<file path="src/rtl/axis_fifo.sv">
// -----------------------------------------------------------------------------
// axis_fifo
//
// Single-clock AXI-Stream FIFO. Buffers DEPTH words of {tlast, tdata} between
// a stream master (s_*) and a stream slave (m_*), and reports how many words
// are held. All outputs are registers, so there is no combinational path from
// s_tvalid to s_tready or from m_tready to m_tvalid.
//
// Optional feature macro: AXIS_FIFO_PKT_MODE_EN
//   Defined   : store-and-forward. The head word is offered only while at
//               least one complete frame (a stored word with tlast=1) is
//               buffered, or while the FIFO is full. Releasing on full stops
//               a frame larger than DEPTH from deadlocking the FIFO.
//   Undefined : cut-through. The head word is offered whenever the FIFO is
//               not empty, and tlast is simply passed through.
//
// Parameters
//   DATA_W : tdata width
//   DEPTH  : number of entries, power of two, minimum 2
//   CNT_W  : width of count (derived, not overridable)
//
// Ports
//   clk      : clock, all logic on the rising edge
//   rst      : synchronous active-low reset
//   s_tdata  : upstream data
//   s_tvalid : upstream data valid
//   s_tlast  : upstream end-of-packet marker
//   s_tready : FIFO can accept a word (registered)
//   m_tdata  : head-of-FIFO data (registered)
//   m_tvalid : head word available (registered)
//   m_tlast  : tlast stored with the head word (registered)
//   m_tready : downstream accepts the head word
//   count    : words currently stored, 0..DEPTH (registered)
// -----------------------------------------------------------------------------
module axis_fifo #(
  parameter  int DATA_W = 16,
  parameter  int DEPTH  = 8,
  localparam int CNT_W  = $clog2(DEPTH) + 1
) (
  input  logic              clk,
  input  logic              rst,
  input  logic [DATA_W-1:0] s_tdata,
  input  logic              s_tvalid,
  input  logic              s_tlast,
  output logic              s_tready,
  output logic [DATA_W-1:0] m_tdata,
  output logic              m_tvalid,
  output logic              m_tlast,
  input  logic              m_tready,
  output logic [CNT_W-1:0]  count
);

  localparam int AW    = $clog2(DEPTH);
  localparam int PTR_W = AW + 1;

  // Storage: bit DATA_W holds tlast, the rest holds tdata.
  logic [DATA_W:0]      mem_r [DEPTH];

  // Pointers carry one extra wrap bit to tell full from empty.
  logic [PTR_W-1:0]     wr_ptr_r;
  logic [PTR_W-1:0]     rd_ptr_r;
  logic [PTR_W-1:0]     wr_ptr_nxt_s;
  logic [PTR_W-1:0]     rd_ptr_nxt_s;

  logic                 push_s;
  logic                 pop_s;
  logic                 empty_nxt_s;
  logic                 full_nxt_s;
  logic                 valid_nxt_s;
  logic [CNT_W-1:0]     count_nxt_s;
  logic [DATA_W:0]      head_nxt_s;

`ifdef AXIS_FIFO_PKT_MODE_EN
  logic [CNT_W-1:0]     pkt_cnt_r;
  logic [CNT_W-1:0]     pkt_cnt_nxt_s;
`endif

  // Handshakes, next-state pointers and occupancy.
  always_comb begin
    push_s = s_tvalid && s_tready;
    pop_s  = m_tvalid && m_tready;

    if (push_s) begin
      wr_ptr_nxt_s = wr_ptr_r + PTR_W'(1);
    end else begin
      wr_ptr_nxt_s = wr_ptr_r;
    end

    if (pop_s) begin
      rd_ptr_nxt_s = rd_ptr_r + PTR_W'(1);
    end else begin
      rd_ptr_nxt_s = rd_ptr_r;
    end

    case ({push_s, pop_s})
      2'b10:   count_nxt_s = count + CNT_W'(1);
      2'b01:   count_nxt_s = count - CNT_W'(1);
      default: count_nxt_s = count;
    endcase

    empty_nxt_s = (wr_ptr_nxt_s == rd_ptr_nxt_s);
    full_nxt_s  = (wr_ptr_nxt_s[AW-1:0] == rd_ptr_nxt_s[AW-1:0]) &&
                  (wr_ptr_nxt_s[AW] != rd_ptr_nxt_s[AW]);
  end

  // Next head word. When the slot that becomes the head is the one being
  // written this cycle (the FIFO is draining to empty or is already empty),
  // the array still holds stale data, so take the incoming word instead.
  always_comb begin
    if (push_s && (wr_ptr_r == rd_ptr_nxt_s)) begin
      head_nxt_s = {s_tlast, s_tdata};
    end else begin
      head_nxt_s = mem_r[rd_ptr_nxt_s[AW-1:0]];
    end
  end

`ifdef AXIS_FIFO_PKT_MODE_EN
  // Count of stored complete frames and the store-and-forward release rule.
  always_comb begin
    case ({push_s && s_tlast, pop_s && m_tlast})
      2'b10:   pkt_cnt_nxt_s = pkt_cnt_r + CNT_W'(1);
      2'b01:   pkt_cnt_nxt_s = pkt_cnt_r - CNT_W'(1);
      default: pkt_cnt_nxt_s = pkt_cnt_r;
    endcase
    valid_nxt_s = !empty_nxt_s && ((pkt_cnt_nxt_s != CNT_W'(0)) || full_nxt_s);
  end
`else
  // Cut-through release rule: any stored word is offered.
  always_comb begin
    valid_nxt_s = !empty_nxt_s;
  end
`endif

  // Storage array write port; contents are not cleared by reset because the
  // pointers alone decide which entries are meaningful.
  always_ff @(posedge clk) begin
    if (rst && push_s) begin
      mem_r[wr_ptr_r[AW-1:0]] <= {s_tlast, s_tdata};
    end
  end

  // Pointers, occupancy and all registered outputs.
  always_ff @(posedge clk) begin
    if (!rst) begin
      wr_ptr_r <= PTR_W'(0);
      rd_ptr_r <= PTR_W'(0);
      count    <= CNT_W'(0);
      s_tready <= 1'b0;
      m_tvalid <= 1'b0;
      m_tdata  <= DATA_W'(0);
      m_tlast  <= 1'b0;
    end else begin
      wr_ptr_r <= wr_ptr_nxt_s;
      rd_ptr_r <= rd_ptr_nxt_s;
      count    <= count_nxt_s;
      s_tready <= !full_nxt_s;
      m_tvalid <= valid_nxt_s;
      m_tdata  <= head_nxt_s[DATA_W-1:0];
      m_tlast  <= head_nxt_s[DATA_W];
    end
  end

`ifdef AXIS_FIFO_PKT_MODE_EN
  // Complete-frame counter register.
  always_ff @(posedge clk) begin
    if (!rst) begin
      pkt_cnt_r <= CNT_W'(0);
    end else begin
      pkt_cnt_r <= pkt_cnt_nxt_s;
    end
  end
`endif

endmodule
</file>
<file path="config.mk">
export PLATFORM = sky130hd
export DESIGN_NAME = axis_fifo
export DESIGN_NICKNAME = d
export VERILOG_FILES = /design/src/rtl/axis_fifo.sv
export SDC_FILE = /design/constraint.sdc
export NUM_CORES = 1
export LEC_CHECK = 0
export BUFFER_PORTS_ARGS = -buffer_cell sky130_fd_sc_hd__buf_2
export CORE_MARGIN = 2
export CORE_UTILIZATION = 60
export DETAILED_ROUTE_END_ITERATION = 8
export GPL_TIMING_DRIVEN = 1
export PLACE_DENSITY = 0.82
export SYNTH_ARGS = -nofsm -noshare
export SYNTH_HDL_FRONTEND = slang
export SYNTH_SLANG_ARGS = --single-unit
</file>
<file path="constraint.sdc">
create_clock -name clk -period 5.5 [get_ports clk]
set_input_delay 0.825 -clock clk [delete_from_list [all_inputs] [get_ports clk]]
set_output_delay 0.825 -clock clk [all_outputs]
set_load 0.005 [all_outputs]
</file>
=== After elaboration in Yosys (flattened, before gate mapping) ===
Memories as Yosys holds them, arrays and structs flattened.
Index checks and enable logic that the tools add are counted.

* Register bits after elaboration: 31
* Memory bits (writable): 136
* Output and inout bits: 23
* Logic and storage cells: 32
* Memories kept: 1

* $add $sub $neg: 4
* Eq/ne operators: 6
* Mux-type cells: 6
* Reductions and logical operators: 8

{| class="wikitable"
|+ Memories
! name !! words !! width !! rd ports !! clocked after memory_dff !! wr ports !! RTL line !! RTL
|-
| mem_r || 8 || 17 || 1 || 0 || 1 || 57 || <nowiki>logic [DATA_W:0] mem_r [DEPTH];</nowiki>
|}

{| class="wikitable"
|+ Operator list
! kind !! count
|-
| 17-bit two-way mux || 1
|-
| 4-bit by 1-bit adder with 4-bit output (second input constant) || 3
|-
| 4-bit == test || 2
|-
| 4-bit two-way mux || 2
|-
| 4-bit case mux with 2 select lines || 1
|-
| 1-bit logical AND || 5
|-
| 4-bit by 1-bit subtractor with 4-bit output (second input constant) || 1
|-
| 3-bit == test || 1
|-
| 2-bit by 1-bit == test with 1-bit output (second input constant) || 1
|-
| 2-bit == test (second input constant) || 1
|-
| 1-bit zero test || 2
|-
| 1-bit two-way mux || 2
|-
| 2-bit nonzero test || 1
|-
| 1-bit != test || 1
|}

=== Longest topological paths before layout ===
Gate-level depths: netlist of run 1.

* Word-level depth: 5
* Depth in mapped cells: 10
* Gate-level depth less buffers: 9

=== Worst setup path before layout of run 1 ===
Ideal clock, no wire load.

* Path kind: in2reg
* Start: input port s_tvalid
* End: memory mem_r[0][0] (netlist bit), enable pin
* Setup time: 412 ps
* Data arrival time: 2845 ps
* Required time: 5088 ps
* Setup slack: 2243 ps
* Stages: 5
* Buffers on the path: 1
* Cells stage by stage: and2_1 > clkbuf_1 > inv_2 > or3_1 > nor3_1

* Cells in the longest elaborated chain, start to end: 4

{| class="wikitable"
|+ Ends and longest elaborated chain
! what !! RTL line !! RTL
|-
| start, declared || 43 || <nowiki>input logic s_tvalid,</nowiki>
|-
| 1-bit logical AND || 80 || <nowiki>push_s = s_tvalid && s_tready;</nowiki>
|-
| 1-bit logical AND || 137 || <nowiki>if (rst && push_s) begin</nowiki>
|-
| 1-bit two-way mux || 137 ||
|-
| 1-bit two-way mux (not written as such) || 138 || <nowiki>mem_r[wr_ptr_r[AW-1:0]] <= {s_tlast, s_tdata};</nowiki>
|-
| end, declared || 57 ||
|}

Every way passes these cells.

=== Final worst setup path of run 1 ===
* Start: input port m_tready
* End: register m_tdata[9]

* Cells in the longest elaborated chain, start to end: 5
* Elaborated cells on any way between the ends: 6

{| class="wikitable"
|+ Ends and longest elaborated chain
! what !! RTL line !! RTL
|-
| start, declared || 49 || <nowiki>input logic m_tready,</nowiki>
|-
| 1-bit logical AND (*) || 81 || <nowiki>pop_s = m_tvalid && m_tready;</nowiki>
|-
| 4-bit two-way mux (*) || 89 || <nowiki>if (pop_s) begin</nowiki>
|-
| parallel branches: the longest is 2 deep, another holds memory read 8 x 17 bit || n/a ||
|-
| 17-bit two-way mux (*) || 110 || <nowiki>if (push_s && (wr_ptr_r == rd_ptr_nxt_s)) begin</nowiki>
|-
| end signal, assigned || 158 || <nowiki>m_tdata <= head_nxt_s[DATA_W-1:0];</nowiki>
|-
| end, declared || 46 || <nowiki>output logic [DATA_W-1:0] m_tdata,</nowiki>
|}

Every way passes the cells marked *.
A chain may end at the register's enable or synchronous reset.

==> impl_summary.txt, run 1 <==
----------------------------------------------------
[Run status]
  Run status ... finished, final reports clean

[Placed design]
  Routability Congestion ... 0.789
  Post-detail-place hpwl ... 8270 µm
  Total of buffers placed on input and output ports ... 43
  Pre-CTS worst setup slack ... 2.07 ns
  Placed cell count ... 676

[Job]
  Number of violations of the max-capacitance limit ... 0

[Worst hold path]
  Classification of the worst-slack hold path ... flip-flop to flip-flop

[Detailed routing]
  Remaining DRCs ... 0
  Average wire per standard cell ... 20.4 µm
  DRT Wirelength ... 14500 µm
  Remaining number of nets flagged by the antenna check after routing ... 0
  Drt pass-1 iters ... 5
  Number of design-rule violations left by the first detailed-router iteration ... 523
  DR vias ... 4317
  Via density ... 6.10

[Clock network]
  Clock Tree Buf Depth ... 2
  Clk Tree Root Cell ... sky130_fd_sc_hd__clkbuf_8
  Total of hold buffers inserted after clock tree synthesis ... 0
  TritonCTS clock tree ... done
  Clock H-tree levels ... 4
  CTS resizes ... 0
  Number of sinks handled by clock tree synthesis ... 167
  Clk slew on worst S/H paths ... 0.06 ns
  Number of buffers created by CTS ... 17
  Post-CTS setup repair buffer count ... 0
  Latest clock arrival within the worst-skew pair ... 0.54 ns

[Floorplanning]
  Die Wd ... 109 µm
  Area of the die ... 0.0119 mm²
  FP Rows ... 38
  Top Ports ... 44
  Core outline area ... 0.0108 mm²
  Chip height ... 109 µm
  Initial standard-cell utilization of the core ... 61.3%

[Synthesis]
  FFs w/ async S/R, synth ... 0%
  Count of cell types in the netlist ... 39
  Post-synthesis net count ... 534
  Post-synthesis register bit count ... 167
  Synthesized area ... 0.00665 mm²
  Flip-flop cell with the highest count after synthesis ... sky130_fd_sc_hd__edfxtp_1
  Gate count of the mapped netlist ... 507
  Synth Area per Inst ... 13.1 µm²
  Sequential share of the synthesized area ... 70.8%
  Synth warn ... 0
  Number of flops mapped to enable cells by yosys ... 136

[Global routing]
  Global-route wire length before repair ... 22300 µm
  Maximum number of pins on one net before global-route repair ... 41
  Sum of overflow across all layers after global routing ... 0
  Total GRT Usage ... 25.9%
  Vias in the first global route ... 4370
  Antenna violations before repair ... 0

[Power]
  Relative contribution of sequential cells to total power ... 48.2%
  Leak pwr ... 2.81 nW
  Clk network pwr share ... 40.0%
  Total power divided by cell area ... 385 mW/mm²
  Switching part of the total power ... 24.5%
  Total power ... 0.00295 W
  Switching pwr ... 0.000723 W
  Comb power frac ... 11.8%
  Internal power component ... 0.00222 W
  Highest ir drop seen on vdd ... 0.187 mV

[STA]
  Setup repair after global routing missed its margin ... false
  Crit share post-route ... 52.8%
  Max-slew headroom at the worst pin ... 31.4%
  Layout Skew ... 0.00826 ns
  Fin crit period ... 2.90 ns
  Highest achievable clock rate ... 345 MHz
  Setup Viol. Count Final ... 0
  Post-route worst setup slack ... 2.60 ns
  Slew of the pin with the lowest slew margin ... 1.03 ns
  Final total negative setup slack ... 0 ns
  Max Transition Viols Final ... 0
  Fin. Hold Viols ... 0

[Worst setup path]
  Required time of the critical path ... 5.95 ns
  Startpoint kind of the worst setup timing path ... input pin
  Cell at the slowest stage of the critical path ... sky130_fd_sc_hd__xnor2_4
  Class of the most critical setup path ... input pin to flip-flop
  Maximum fanout count along the critical path ... 40
  Maximum single-stage delay on the critical path ... 0.75 ns
  Crit path DAT ... 3.35 ns
  Capturing element type of the critical path ... flip-flop
  Crit-path cells ... buf_2 -> nand2_2 -> inv_2 -> xnor2_4 -> buf_4 -> nand2_1 -> a32oi_1 -> nand4b_1 -> a21oi_1
  Top delay family on crit path ... buffers and inverters
  Crit path buf inv count ... 3

[Finish]
  Fraction of final layout cells sized beyond drive strength 1 ... 17.4%
  Number of nets in the layout ... 582
  Most used cells in the layout excluding fill and tap cells ... 136 x sky130_fd_sc_hd__edfxtp_1, 123 x sky130_fd_sc_hd__nand2_1, 43 x sky130_fd_sc_hd__buf_2
  Synth-to-layout area growth ... 15.3%
  Leading cell type in the layout, fill and taps excluded ... sky130_fd_sc_hd__edfxtp_1
  Filler cell count ... 684
  Non-Filler Instances ... 708
  Number of diodes ... 0

----------------------------------------------------
==> power groups by stage <==
stage / combinational [W] / clock (W) / sequential [W]
detailed placement: 0.000341 / 0 / 0.00145
floorplan: 0.000228 / 0 / 0.00144
finish: 0.000347 / 0.00118 / 0.00142
global route: 0.000384 / 0.00124 / 0.00142
CTS: 0.000347 / 0.00119 / 0.00142
global placement: 0.000325 / 0 / 0.00144
==> layout make-up <==
type / instances / area, µm² / share of cell area [%]
clock buffer: 18 / 418 / 5.45
sequential: 167 / 4700 / 61.4
tap: 140 / 175 / 2.29
multi-input combinational: 308 / 1860 / 24.3
inverter: 6 / 22.5 / 0.294
timing repair buffer: 55 / 305 / 3.98
clock inverter: 14 / 175 / 2.29
==> per-layer routing <==
metal | part of all wire (%) | track usage (%) | up-vias | wire (µm)
met4 | 2.4 | 12.7 | 0 | 341
met2 | 52 | 43.5 | 218 | 7490
met1 | 38 | 31.0 | 2109 | 5510
met3 | 7.7 | 6.87 | 34 | 1110
li1 | - | - | 1956 | -
met5 | 0 | 0 | - | 0
==> state kept, by name, indices dropped and copies added (netlist names) <==
signal,count
rd_ptr_r,4
m_tlast,1
mem_r,136
m_tdata,16
s_tready,1
wr_ptr_r,4
m_tvalid,1
count,4
==> logic make-up after synthesis <==
family | share of synthesized area [%]
and+or+nand+nor | 14.8
DFF | 70.8
AOI/OAI and AO/OA | 5.52
buffers and inverters | 2.01
xor gates and xnor gates | 3.05
muxes | 2.56
adders and majority gates | 1.24
==> path summary, 6_finish.rpt <==
kind	from	to	slack (ns)	cells after the start
hold / removal	count[3]	count[3]	0.51	2
setup / recovery	m_tready	m_tdata[9]	2.60	9
hold reg to reg	count[3]	count[3]	0.51	2
setup reg to reg	m_tvalid	m_tdata[9]	2.64	8
==> through the flow <==
step / cell area (µm²) / hold slack (ns) / util (%)
5_1_grt: 7660 / 0.556 / 70.7
4_1_cts: 7660 / 0.510 / 70.7
2_1_floorplan: 6650 / 0.474 / -
6_report: 7660 / 0.506 / 70.7
3_5_place_dp: 7070 / 0.492 / 65.2
3_3_place_gp: 7070 / 0.465 / 65.2
==> worst register-to-register path, cell delays in order, from the launching register on <==
cell and delay, ns:
sky130_fd_sc_hd__dfxtp_1 0.36, sky130_fd_sc_hd__nand2_2 0.23, sky130_fd_sc_hd__inv_2 0.15, sky130_fd_sc_hd__xnor2_4 0.75, sky130_fd_sc_hd__buf_4 0.58, sky130_fd_sc_hd__nand2_1 0.12
sky130_fd_sc_hd__a32oi_1 0.25, sky130_fd_sc_hd__nand4b_1 0.14, sky130_fd_sc_hd__a21oi_1 0.21
==> cell usage after synthesis (3+ instances only) <==
cell	n	share of area, %
sky130_fd_sc_hd__edfxtp_1	136	61
sky130_fd_sc_hd__nand2_1	123	6.9
sky130_fd_sc_hd__nand3_1	38	2.9
sky130_fd_sc_hd__dfxtp_1	31	9.3
sky130_fd_sc_hd__a21oi_1	24	1.8
sky130_fd_sc_hd__clkbuf_1	19	1.1
sky130_fd_sc_hd__nor2_1	19	1.1
sky130_fd_sc_hd__a32oi_1	17	2.2
sky130_fd_sc_hd__mux2i_1	17	2.6
sky130_fd_sc_hd__nand4b_1	17	2.2
sky130_fd_sc_hd__xnor2_1	8	1.1
sky130_fd_sc_hd__xor2_1	7	0.92
sky130_fd_sc_hd__buf_2	5	0.38
sky130_fd_sc_hd__ha_1	5	0.94
sky130_fd_sc_hd__inv_1	4	0.23
sky130_fd_sc_hd__nor3_1	3	0.23
sky130_fd_sc_hd__o21ai_1	3	0.23
sky130_fd_sc_hd__or3_1	3	0.28
Note: power is estimated with default switching activity, not from simulation.
==> inputs of run 2 (changes only) <==
--- a/config.mk
+++ b/config.mk
@@ -7,10 +7,10 @@
 export LEC_CHECK = 0
 export BUFFER_PORTS_ARGS = -buffer_cell sky130_fd_sc_hd__buf_2
 export CORE_MARGIN = 2
-export CORE_UTILIZATION = 60
+export CORE_UTILIZATION = 54
 export DETAILED_ROUTE_END_ITERATION = 8
 export GPL_TIMING_DRIVEN = 1
-export PLACE_DENSITY = 0.82
+export PLACE_DENSITY = 0.78
 export SYNTH_ARGS = -nofsm -noshare
 export SYNTH_HDL_FRONTEND = slang
 export SYNTH_SLANG_ARGS = --single-unit
==> constraint.sdc (replaced) <==
create_clock -name clk -period 2.49 [get_ports clk]
set_input_delay 0.3735 -clock clk [delete_from_list [all_inputs] [get_ports clk]]
set_output_delay 0.3735 -clock clk [all_outputs]
set_load 0.005 [all_outputs]
==> impl_summary.txt, run 2 (synthesis gave the netlist of run 1 again) <==
----------------------------------------------------
[Detailed routing]
  DR vias ... 4209 (-2.5%)
  Remaining number of nets flagged by the antenna check after routing ... 0 (unchanged)
  Average wire per standard cell ... 18.9 µm (-7.6%)
  Via density ... 5.82 (-4.5%)
  Number of design-rule violations left by the first detailed-router iteration ... 382 (-27%)
  Drt pass-1 iters ... 5 (unchanged)
  Remaining DRCs ... 0 (unchanged)
  DRT Wirelength ... 13600 µm (-5.7%)

[Worst hold path]
  Classification of the worst-slack hold path ... input pin to flip-flop
  Depth of the worst hold-timing path ... 2 (unchanged)
  Worst Min Path Start ... rst
  Worst hold path endpoint ... s_tready

[Power]
  Highest ir drop seen on vdd ... 0.461 mV (+150%)
  Total power divided by cell area ... 840 mW/mm² (+120%)
  Internal power component ... 0.00498 W (+120%)
  Comb power frac ... 12.3% (+0.5 points)
  Switching pwr ... 0.00154 W (+110%)
  Leak pwr ... 2.86 nW (+1.8%)
  Clk network pwr share ... 39.7% (-0.3 points)
  Relative contribution of sequential cells to total power ... 48.0% (-0.2 points)
  Switching part of the total power ... 23.6% (-0.96 points)

[STA]
  Hold Worst Slack ... 0.208 ns (-0.298 ns)
  Max Transition Viols Final ... 0 (unchanged)
  Setup Viol. Count Final ... 0 (unchanged)
  Fin crit period ... 2.20 ns
  Final total negative setup slack ... 0 ns (unchanged)
  Fin. Hold Viols ... 0 (unchanged)
  Highest achievable clock rate ... 454 MHz
  Crit share post-route ... 88.5%
  Layout Skew ... 0.00754 ns (-0.000717 ns)
  Setup repair after global routing missed its margin ... false
  Post-route worst setup slack ... 0.286 ns (-2.31 ns)
  Max-slew headroom at the worst pin ... 72.3% (+41 points)
  Slew of the pin with the lowest slew margin ... 0.414 ns (-0.614 ns)

[Global routing]
  Vias in the first global route ... 4220 (-3.4%)
  Global-route wire length before repair ... 21800 µm (-2.4%)
  Sum of overflow across all layers after global routing ... 0 (unchanged)
  Maximum number of pins on one net before global-route repair ... 52 (+27%)
  Antenna violations before repair ... 0 (unchanged)
  Total GRT Usage ... 22.3% (-3.6 points)

[Placed design]
  Pre-CTS worst setup slack ... 0.178 ns (-1.89 ns)
  Placed cell count ... 691 (+2.2%)
  Post-detail-place hpwl ... 7480 µm (-9.6%)
  Routability Congestion ... 0.818 (+3.7%)
  Total of buffers placed on input and output ports ... 43 (unchanged)

[Clock network]
  TritonCTS clock tree ... done
  Post-CTS setup repair buffer count ... 0 (unchanged)
  Clk slew on worst S/H paths ... 0.06 ns (about the same)
  Clk Tree Root Cell ... sky130_fd_sc_hd__clkbuf_16
  Total of hold buffers inserted after clock tree synthesis ... 0 (unchanged)
  Number of sinks handled by clock tree synthesis ... 167 (unchanged)
  Clock Tree Buf Depth ... 2 (unchanged)
  Clock H-tree levels ... 4 (unchanged)
  CTS resizes ... 0 (unchanged)
  Latest clock arrival within the worst-skew pair ... 0.43 ns (-0.11 ns)
  Number of buffers created by CTS ... 17 (unchanged)

[Job]
  Number of violations of the max-capacitance limit ... 0 (unchanged)

[Finish]
  Non-Filler Instances ... 723 (+2.1%)
  Number of nets in the layout ... 590 (+1.4%)
  Utilization of the core after routing ... 64.5% (-6.1 points)
  Number of diodes ... 0 (unchanged)
  Number of flip-flops in the largest register ... 136 (unchanged)
  Most used cells in the layout excluding fill and tap cells ... 136 x sky130_fd_sc_hd__edfxtp_1, 123 x sky130_fd_sc_hd__nand2_1, 43 x sky130_fd_sc_hd__buf_2
  Fraction of final layout cells sized beyond drive strength 1 ... 17.9% (+0.45 points)
  Leading cell type in the layout, fill and taps excluded ... sky130_fd_sc_hd__edfxtp_1
  Synth-to-layout area growth ... 16.6%

[Worst setup path]
  Register-to-register path setup slack ... 0.29 ns (-2.35 ns)
  Crit path buf inv count ... 1 (-2)
  Capture point of the worst reg-to-reg path ... count[3]
  Startpoint of the most critical setup path ... m_tvalid
  Capturing element type of the critical path ... flip-flop
  FF-to-FF Start ... m_tvalid
  Maximum fanout count along the critical path ... 7 (-83%)
  Class of the most critical setup path ... flip-flop to flip-flop
  Crit-path cells ... nand2_2 -> inv_2 -> ha_1 -> ha_1 -> a21o_1 -> a21oi_1 -> xnor2_1 -> or3_1 -> a21oi_1
  Required time of the critical path ... 2.84 ns (-3.11 ns)
  Top delay family on crit path ... simple AND/OR/NAND/NOR gates
  Startpoint kind of the worst setup timing path ... flip-flop
  Crit path DAT ... 2.56 ns (-0.79 ns)
  Cell at the slowest stage of the critical path ... sky130_fd_sc_hd__dfxtp_1
  Maximum single-stage delay on the critical path ... 0.42 ns (-0.33 ns)
  R2R cell count ... 9 (+1)

[Floorplanning]
  Initial standard-cell utilization of the core ... 55.3% (-6.0 points)
  Chip height ... 115 µm (+5.2%)
  Die Wd ... 115 µm (+5.2%)
  Core outline area ... 0.0120 mm² (+11%)
  FP Rows ... 40 (+5.3%)
  Area of the die ... 0.0132 mm² (+11%)
  Top Ports ... 44 (unchanged)

[Run status]
  Run status ... finished, final reports clean

----------------------------------------------------
run 2: per-stage QoR:
stage,total power [W],cell area (µm²)
3_3_place_gp,0.00396,7170
4_1_cts,0.00655,7750
5_1_grt,0.00674,7750
2_1_floorplan,0.00369,6660
3_5_place_dp,0.00398,7170
6_report,0.00651,7750
run 2: how the worst max path moves through the flow:
stage / slack (ns) / endpoint / depth (start not counted)
floorplan: 0.14 / mem_r[2][0] / 5
global placement: 0.24 / count[3] / 10
detailed placement: 0.18 / count[3] / 10
CTS: 0.27 / count[3] / 9
global route: 0.08 / m_tdata[2] / 8
finish: 0.29 / count[3] / 9
run 2: routing by layer:
layer	part of all wire (%)	wire [µm]	GRT usage (%)
met5	0	0	0
met4	1.8	243	8.67
met3	6.7	920	6.11
met2	50	6790	36.1
met1	42	5680	29.0
run 2: final cells by class:
cell class	instances	area [µm²]
Sequential cell	167	4700
Fill cell	844	4260
Multi-Input combinational cell	308	1840
Clock buffer	17	425
Timing Repair Buffer	63	415
Tap cell	147	184
Clock inverter	15	160
Inverter	6	22.5
run 2: power groups by stage:
stage               clock (W)  sequential, W  combinational [W]
floorplan                   0        0.00319           0.000503
global placement            0        0.00318           0.000771
detailed placement          0        0.00319           0.000793
CTS                   0.00262        0.00313           0.000804
global route          0.00272        0.00313           0.000888
finish                0.00259        0.00313           0.000798
